`src/rtl/fifo_rr_merger_pkg.sv`:
```
// Shared definitions for the egress round-robin merger.
// Holds the default word width, the number of class FIFOs and the
// top-level FSM state encodings (one of which requests a soft clear).
package fifo_rr_merger_pkg;

  localparam int unsigned DEF_DATA_WIDTH = 12;
  localparam int unsigned NUM_CLASSES    = 4;

  typedef enum logic [3:0] {
    TOP_RESET  = 4'b0001,
    TOP_INIT   = 4'b0010,
    TOP_IDLE   = 4'b0100,
    TOP_ACTIVE = 4'b1000
  } top_state_e;

  localparam logic [3:0] RESET_STATE_ENC = TOP_RESET;

endpackage

```
`src/rtl/fifo_rr_merger_if.sv`:
```
// Bundle between the merger, the four class FIFOs and the output FIFO.
//   empty_k / data_in_k : class FIFO status and read data (into merger)
//   almost_full         : output FIFO fill flag (into merger)
//   pop_k               : class FIFO pop strobes (from merger)
//   push / data_out     : output FIFO write (from merger)
//   idle                : merger has nothing in flight, all classes empty
// slave  = merger side, master = FIFO/environment side.
interface fifo_rr_merger_if #(
  parameter int unsigned DATA_WIDTH = fifo_rr_merger_pkg::DEF_DATA_WIDTH
);
  logic                  empty_0, empty_1, empty_2, empty_3;
  logic [DATA_WIDTH-1:0] data_in_0, data_in_1, data_in_2, data_in_3;
  logic                  almost_full;
  logic                  pop_0, pop_1, pop_2, pop_3;
  logic                  push;
  logic [DATA_WIDTH-1:0] data_out;
  logic                  idle;

  modport slave (
    input  empty_0, empty_1, empty_2, empty_3,
    input  data_in_0, data_in_1, data_in_2, data_in_3,
    input  almost_full,
    output pop_0, pop_1, pop_2, pop_3,
    output push, data_out, idle
  );

  modport master (
    output empty_0, empty_1, empty_2, empty_3,
    output data_in_0, data_in_1, data_in_2, data_in_3,
    output almost_full,
    input  pop_0, pop_1, pop_2, pop_3,
    input  push, data_out, idle
  );
endinterface

```
`src/rtl/fifo_rr_merger_grant.sv`:
```
// rr_grant4: combinational 4-way round-robin arbiter.
//   req_i       : request vector, bit k = requester k
//   ptr_i       : highest-priority index; search runs ptr_i upward mod 4
//   gnt_idx_o   : index of the first requester found
//   gnt_valid_o : at least one request present
module rr_grant4 (
  input  logic [3:0] req_i,
  input  logic [1:0] ptr_i,
  output logic [1:0] gnt_idx_o,
  output logic       gnt_valid_o
);

  logic [1:0] cand;

  always_comb begin
    gnt_idx_o   = '0;
    gnt_valid_o = 1'b0;
    cand        = '0;
    for (int unsigned i = 0; i < 4; i++) begin
      cand = ptr_i + i[1:0];
      if (!gnt_valid_o && req_i[cand]) begin
        gnt_idx_o   = cand;
        gnt_valid_o = 1'b1;
      end
    end
  end

endmodule

```
`src/rtl/fifo_rr_merger.sv`:
```
// fifo_rr_merger: drains four class FIFOs round-robin into one output FIFO.
// Pipeline: grant (registers pop_k) -> capture (index/valid delayed while
// the class FIFO returns data) -> push (registers data_out, push).
//   clk     : system clock
//   reset_L : asynchronous active-low reset
//   state   : top-level FSM state; RESET_STATE forces a synchronous clear
//   bus     : class FIFO / output FIFO handshake bundle (slave side)
module fifo_rr_merger
  import fifo_rr_merger_pkg::*;
#(
  parameter int unsigned DATA_WIDTH  = DEF_DATA_WIDTH,
  parameter logic [3:0]  RESET_STATE = RESET_STATE_ENC
) (
  input  logic       clk,
  input  logic       reset_L,
  input  logic [3:0] state,
  fifo_rr_merger_if.slave bus
);

  logic [NUM_CLASSES-1:0] empty_v;
  logic [NUM_CLASSES-1:0] req;
  logic [1:0]             gnt_idx;
  logic                   gnt_valid;
  logic                   soft_clr;
  logic [DATA_WIDTH-1:0]  sel_data;

  logic [1:0]             ptr_q, ptr_d;
  logic [NUM_CLASSES-1:0] pop_q, pop_d;
  logic [1:0]             pop_idx_q, pop_idx_d;
  logic                   cap_valid_q, cap_valid_d;
  logic [1:0]             cap_idx_q, cap_idx_d;
  logic                   push_q, push_d;
  logic [DATA_WIDTH-1:0]  data_out_q, data_out_d;
  logic                   idle_q, idle_d;

  assign empty_v  = {bus.empty_3, bus.empty_2, bus.empty_1, bus.empty_0};
  assign soft_clr = (state == RESET_STATE);

  // The class popped this cycle still shows its pre-pop empty flag, so it
  // is masked out; this alone yields the one-cycle bubble when it is the
  // only non-empty class, and never changes the winner otherwise because
  // the pointer already sits just past it.
  assign req = ~empty_v & ~pop_q;

  rr_grant4 u_grant (
    .req_i       (req),
    .ptr_i       (ptr_q),
    .gnt_idx_o   (gnt_idx),
    .gnt_valid_o (gnt_valid)
  );

  always_comb begin
    sel_data = bus.data_in_0;
    case (cap_idx_q)
      2'd0:    sel_data = bus.data_in_0;
      2'd1:    sel_data = bus.data_in_1;
      2'd2:    sel_data = bus.data_in_2;
      default: sel_data = bus.data_in_3;
    endcase
  end

  always_comb begin
    ptr_d       = ptr_q;
    pop_d       = '0;
    pop_idx_d   = pop_idx_q;
    cap_valid_d = |pop_q;
    cap_idx_d   = pop_idx_q;
    push_d      = cap_valid_q;
    data_out_d  = cap_valid_q ? sel_data : data_out_q;

    if (gnt_valid && !bus.almost_full) begin
      pop_d[gnt_idx] = 1'b1;
      pop_idx_d      = gnt_idx;
      ptr_d          = gnt_idx + 2'd1;
    end

    // Registered idle: uses next-cycle pipeline contents with this cycle's
    // empty flags, so it settles one cycle after the last push.
    idle_d = (&empty_v) && !(|pop_d) && !cap_valid_d && !push_d;

    if (soft_clr) begin
      ptr_d       = '0;
      pop_d       = '0;
      pop_idx_d   = '0;
      cap_valid_d = 1'b0;
      cap_idx_d   = '0;
      push_d      = 1'b0;
      data_out_d  = '0;
      idle_d      = 1'b1;
    end
  end

  always_ff @(posedge clk or negedge reset_L) begin
    if (!reset_L) begin
      ptr_q       <= '0;
      pop_q       <= '0;
      pop_idx_q   <= '0;
      cap_valid_q <= 1'b0;
      cap_idx_q   <= '0;
      push_q      <= 1'b0;
      data_out_q  <= '0;
      idle_q      <= 1'b1;
    end else begin
      ptr_q       <= ptr_d;
      pop_q       <= pop_d;
      pop_idx_q   <= pop_idx_d;
      cap_valid_q <= cap_valid_d;
      cap_idx_q   <= cap_idx_d;
      push_q      <= push_d;
      data_out_q  <= data_out_d;
      idle_q      <= idle_d;
    end
  end

  assign bus.pop_0    = pop_q[0];
  assign bus.pop_1    = pop_q[1];
  assign bus.pop_2    = pop_q[2];
  assign bus.pop_3    = pop_q[3];
  assign bus.push     = push_q;
  assign bus.data_out = data_out_q;
  assign bus.idle     = idle_q;

endmodule

```
`src/flat_wrapper.sv`:
```
// flat-port wrapper written by rule: the top's interface ports become plain ports
module fifo_rr_merger_flat import fifo_rr_merger_pkg::*;
#(
  parameter int unsigned DATA_WIDTH  = DEF_DATA_WIDTH,
  parameter logic [3:0]  RESET_STATE = RESET_STATE_ENC
)
  (clk, reset_L, state, bus_empty_0, bus_empty_1, bus_empty_2, bus_empty_3, bus_data_in_0, bus_data_in_1, bus_data_in_2, bus_data_in_3, bus_almost_full, bus_pop_0, bus_pop_1, bus_pop_2, bus_pop_3, bus_push, bus_data_out, bus_idle);
  fifo_rr_merger_if #(.DATA_WIDTH(DATA_WIDTH)) bus_i ();
  input  logic clk;
  input  logic reset_L;
  input  logic [3:0] state;
  input wire logic [$bits(bus_i.empty_0)-1:0] bus_empty_0;
  input wire logic [$bits(bus_i.empty_1)-1:0] bus_empty_1;
  input wire logic [$bits(bus_i.empty_2)-1:0] bus_empty_2;
  input wire logic [$bits(bus_i.empty_3)-1:0] bus_empty_3;
  input wire logic [$bits(bus_i.data_in_0)-1:0] bus_data_in_0;
  input wire logic [$bits(bus_i.data_in_1)-1:0] bus_data_in_1;
  input wire logic [$bits(bus_i.data_in_2)-1:0] bus_data_in_2;
  input wire logic [$bits(bus_i.data_in_3)-1:0] bus_data_in_3;
  input wire logic [$bits(bus_i.almost_full)-1:0] bus_almost_full;
  output wire logic [$bits(bus_i.pop_0)-1:0] bus_pop_0;
  output wire logic [$bits(bus_i.pop_1)-1:0] bus_pop_1;
  output wire logic [$bits(bus_i.pop_2)-1:0] bus_pop_2;
  output wire logic [$bits(bus_i.pop_3)-1:0] bus_pop_3;
  output wire logic [$bits(bus_i.push)-1:0] bus_push;
  output wire logic [$bits(bus_i.data_out)-1:0] bus_data_out;
  output wire logic [$bits(bus_i.idle)-1:0] bus_idle;
  assign bus_i.empty_0 = bus_empty_0;
  assign bus_i.empty_1 = bus_empty_1;
  assign bus_i.empty_2 = bus_empty_2;
  assign bus_i.empty_3 = bus_empty_3;
  assign bus_i.data_in_0 = bus_data_in_0;
  assign bus_i.data_in_1 = bus_data_in_1;
  assign bus_i.data_in_2 = bus_data_in_2;
  assign bus_i.data_in_3 = bus_data_in_3;
  assign bus_i.almost_full = bus_almost_full;
  assign bus_pop_0 = bus_i.pop_0;
  assign bus_pop_1 = bus_i.pop_1;
  assign bus_pop_2 = bus_i.pop_2;
  assign bus_pop_3 = bus_i.pop_3;
  assign bus_push = bus_i.push;
  assign bus_data_out = bus_i.data_out;
  assign bus_idle = bus_i.idle;
  fifo_rr_merger #(.DATA_WIDTH(DATA_WIDTH), .RESET_STATE(RESET_STATE)) u_core (.clk(clk), .reset_L(reset_L), .state(state), .bus(bus_i));
endmodule
```
`config.mk`:
```
export PLATFORM = sky130hd
export DESIGN_NAME = fifo_rr_merger_flat
export DESIGN_NICKNAME = d
export VERILOG_FILES = /design/src/rtl/fifo_rr_merger_pkg.sv /design/src/rtl/fifo_rr_merger_if.sv /design/src/rtl/fifo_rr_merger_grant.sv /design/src/rtl/fifo_rr_merger.sv /design/src/flat_wrapper.sv
export SDC_FILE = /design/constraint.sdc
export NUM_CORES = 1
export LEC_CHECK = 0
export ABC_AREA = 1
export CAP_MARGIN = 20
export CORE_MARGIN = 8
export CORE_UTILIZATION = 42
export CTS_CLUSTER_SIZE = 25
export DETAILED_ROUTE_END_ITERATION = 12
export GPL_TIMING_DRIVEN = 0
export PLACE_DENSITY = 0.8
export SYNTH_ARGS = -nofsm -noshare
export SYNTH_HDL_FRONTEND = slang
export SYNTH_HIERARCHICAL = 1
export SYNTH_SLANG_ARGS = --single-unit
```
`constraint.sdc`:
```
create_clock -name clk -period 2.2 [get_ports clk]
set_clock_uncertainty 0.05 [all_clocks]
set_input_delay 0.33 -clock clk [delete_from_list [all_inputs] [get_ports clk]]
set_output_delay 0.33 -clock clk [all_outputs]
set_load 0.03 [all_outputs]
```
==> impl_metrics.py, run 1 <==
metrics = {
    "logic_synthesis": {
        "ys_seq_area_frac": 0.361,
        "synthCells": 264,
        "synth_area_per_cell_sq_um": 6.57,
        "netlist_area_sq_um": 1740,
        "synth_cell_types": 25,
        "synthTopCellsByArea": "dfrtp_1 (35%), nand2_1 (18%), nor2_1 (8.9%), nand3_1 (8.1%), inv_1 (5.0%)",
        "yosys_warnings": 6,
        "synth_nets": 327,
        "synth_seq_cells": 25,
        "synth_largest_area_cell": "dfrtp_1",
        "yosysTopAreaCellShare": 0.346,
    },
    "placement": {
        "port_buffers": 76,
        "dp.cells": 390,
        "place.gp.congestion": 0.795,
        "dpl.hpwl_mm": 4.32,
        "dp_slack_ps": -119,
        "place_area_sq_um": 2560,
    },
    "layout": {
        "layout-drive-gt1-share": 0.128,
        "finalCoreUtilization": 0.666,
        "mostFrequentLayoutCells": "nand2_1 (83), clkdlybuf4s50_1 (75), nor2_1 (37)",
        "area_growth_pct": 53.5,
        "antennaDiodeCount": 0,
        "final_nets": 409,
        "mostFrequentLayoutCell": "nand2_1",
        "multi_input_comb_area_sq_um": 986,
        "fin_area_sq_um": 2660,
        "fin_cells": 395,
        "nFillCells": 367,
        "register_area_sq_um": 628,
    },
    "sta": {
        "setup_ws_ps": 197,
        "fin_crit_sh": 0.910,
        "finalMaxSlewViolations": 0,
        "max_slew_margin": 0.681,
        "hold_viol_final": 0,
        "fmax_ghz": 0.499,
        "tns_ps": 0,
        "setup_viol": 0,
        "hold_ws_ps": 282,
        "worst_slew_pin_slew_ps": 478,
        "period_minus_slack_ps": 2000,
    },
    "floorplan": {
        "die_area_sq_um": 6440,
        "die_w_um": 80.3,
        "initial_core_util": 0.434,
        "num_rows": 23,
        "die_y_um": 80.3,
        "core-area_sq_um": 4000,
        "io_pins": 77,
    },
    "pwr": {
        "vdd_drop_max_mv": 0.705,
        "total_power_mw": 3.56,
        "powerDensity_nw_per_um2": 1340,
        "leakage_nw": 1.31,
    },
    "setup_path": {
        "arrival_ps": 2170,
        "cp.required_ps": 2370,
        "critPathKind": "in2reg",
        "crit_path_start_kind": "primary input",
        "startpoint": "bus_empty_0",
        "r2r_start": "u_core/ptr_q[0]",
        "worstPathMaxFanout": 4,
        "cp-end-kind": "register",
    },
    "global_routing": {
        "grt_max_degree": 26,
        "grt.total_usage": 0.167,
        "antenna_found_initial": 0,
        "grt_pass1_vias": 1854,
        "gr-total-overflow": 0,
        "grt_first_pass_wirelength_mm": 8.62,
    },
    "route": {
        "wirelength_mm": 5.20,
        "antenna_left": 0,
        "vias_per_cell": 4.84,
        "wl_met1_mm": 2.12,
        "drtIter0Drc": 88,
        "post_drt_wl_per_cell_um": 13.2,
        "drc": 0,
        "first_pass_iters": 6,
        "met3_length_um": 358,
        "vias": 1912,
        "dr.max_layer_used": "met4",
        "wl_met2_mm": 2.57,
    },
    "status": {
        "status": "finished, final reports clean",
    },
    "clock_tree": {
        "htree_num_levels": 1,
        "cts_buffers": 3,
        "cts_root_buf": "clkbuf_8",
        "worstSkewPairLatency_ps": 270,
        "clkTransAtPathRegs_ps": 90,
        "post_cts_buffers": 0,
        "cts.sinks": 25,
        "clockBufferDepth": 2,
        "cts_tree": "built",
    },
    "min_path": {
        "hold_class": "in2async",
    },
    "flow_run": {
        "maxCapViolations": 0,
    },
}
[cell families (layout without fill, tap and decap cells)]
family | count (synthesis) | after routing | share of synthesized area
simple gates | 180 | 180 | 0.464
compound gates | 21 | 21 | 0.0606
fa+ha+maj | 4 | 4 | 0.0288
flops | 25 | 25 | 0.361
buf+inv | 34 | 115 | 0.0851
[routing by layer]
| layer | up-vias | global-route usage |
|---|---|---|
| li1 | 985 | - |
| met1 | 860 | 0.202 |
| met2 | 57 | 0.281 |
| met3 | 10 | 0.0413 |
| met4 | 0 | 0.0582 |
| met5 | - | 0 |
[final timing paths]
path,end,slack [ps],cells after the start
min in group clk,u_core/bus.idle,440,7
worst min register to register,u_core/cap_idx_q[1],450,2
worst min-delay path,u_core/bus.data_out[3],280,1
max in group asynchronous,u_core/bus.idle,1330,2
worst max-delay path,u_core/bus.idle,200,18
worst max register to register,u_core/bus.idle,220,17
[report_power, final]
| group | leakage (nW) | internal (mW) | switching (mW) |
|---|---|---|---|
| clock | 0.0217 | 0.128 | 0.144 |
| combinational | 0.976 | 0.948 | 1.51 |
| sequential | 0.312 | 0.670 | 0.160 |
[sequential cells by signal, indices dropped and copies added (netlist names)]
signal / count
u_core/bus.data_out: 12
u_core/cap_valid_q: 1
u_core/pop_idx_q: 2
u_core/cap_idx_q: 2
u_core/ptr_q: 2
u_core/bus.push: 1
u_core/bus.idle: 1
u_core/pop_q: 4
[repair_timing]
| action | in CTS | in global routing |
|---|---|---|
| hold buffers | 0 | 0 |
| setup endpoints to repair | 0 | 2 |
| gates resized for setup | 0 | 10 |
[final cells by class]
type,count,area share
multi-input cells,205,0.370
repair buffers,77,0.297
flip-flops and latches,25,0.236
inverters,26,0.0366
well taps,50,0.0235
plain buffers,8,0.0188
clock buffers,3,0.0155
clock inverters,1,0.00282
[critical path, cell delays in order]
cell	delay (ps)
clkdlybuf4s50_1	490
nor2_2	50
inv_1	80
nand2_2	90
nand3_4	90
nand2_4	70
nor2_4	120
nand3_2	70
nand2_1	60
nand2_1	60
inv_2	70
inv_1	70
ha_1	200
inv_1	70
a21oi_1	60
nor2_1	90
nand2_1	60
nand2_1	50
[Yosys cell counts]
cell / count
nand3_2: 3
nor2_2: 2
o21ai_0: 14
nor2_4: 1
dfstp_2: 1
dfrtp_1: 24
nor2_1: 41
nand4_1: 1
ha_1: 4
nand2_2: 12
clkinv_1: 1
clkbuf_1: 1
buf_4: 2
inv_2: 2
buf_2: 2
a21oi_1: 6
nand3_1: 28
nand2_4: 3
clkbuf_2: 2
nand2_1: 84
buf_6: 1
o21ai_1: 1
nand3b_1: 1
nor3_1: 4
inv_1: 23
Power figures use the tool's default switching activity.
==> run 2: changes to the inputs <==
- HOLD_SLACK_MARGIN: unset -> 0.12
==> results of run 2 <==
Same layout as run 1: the final DEF is identical, and so are final timing and power.
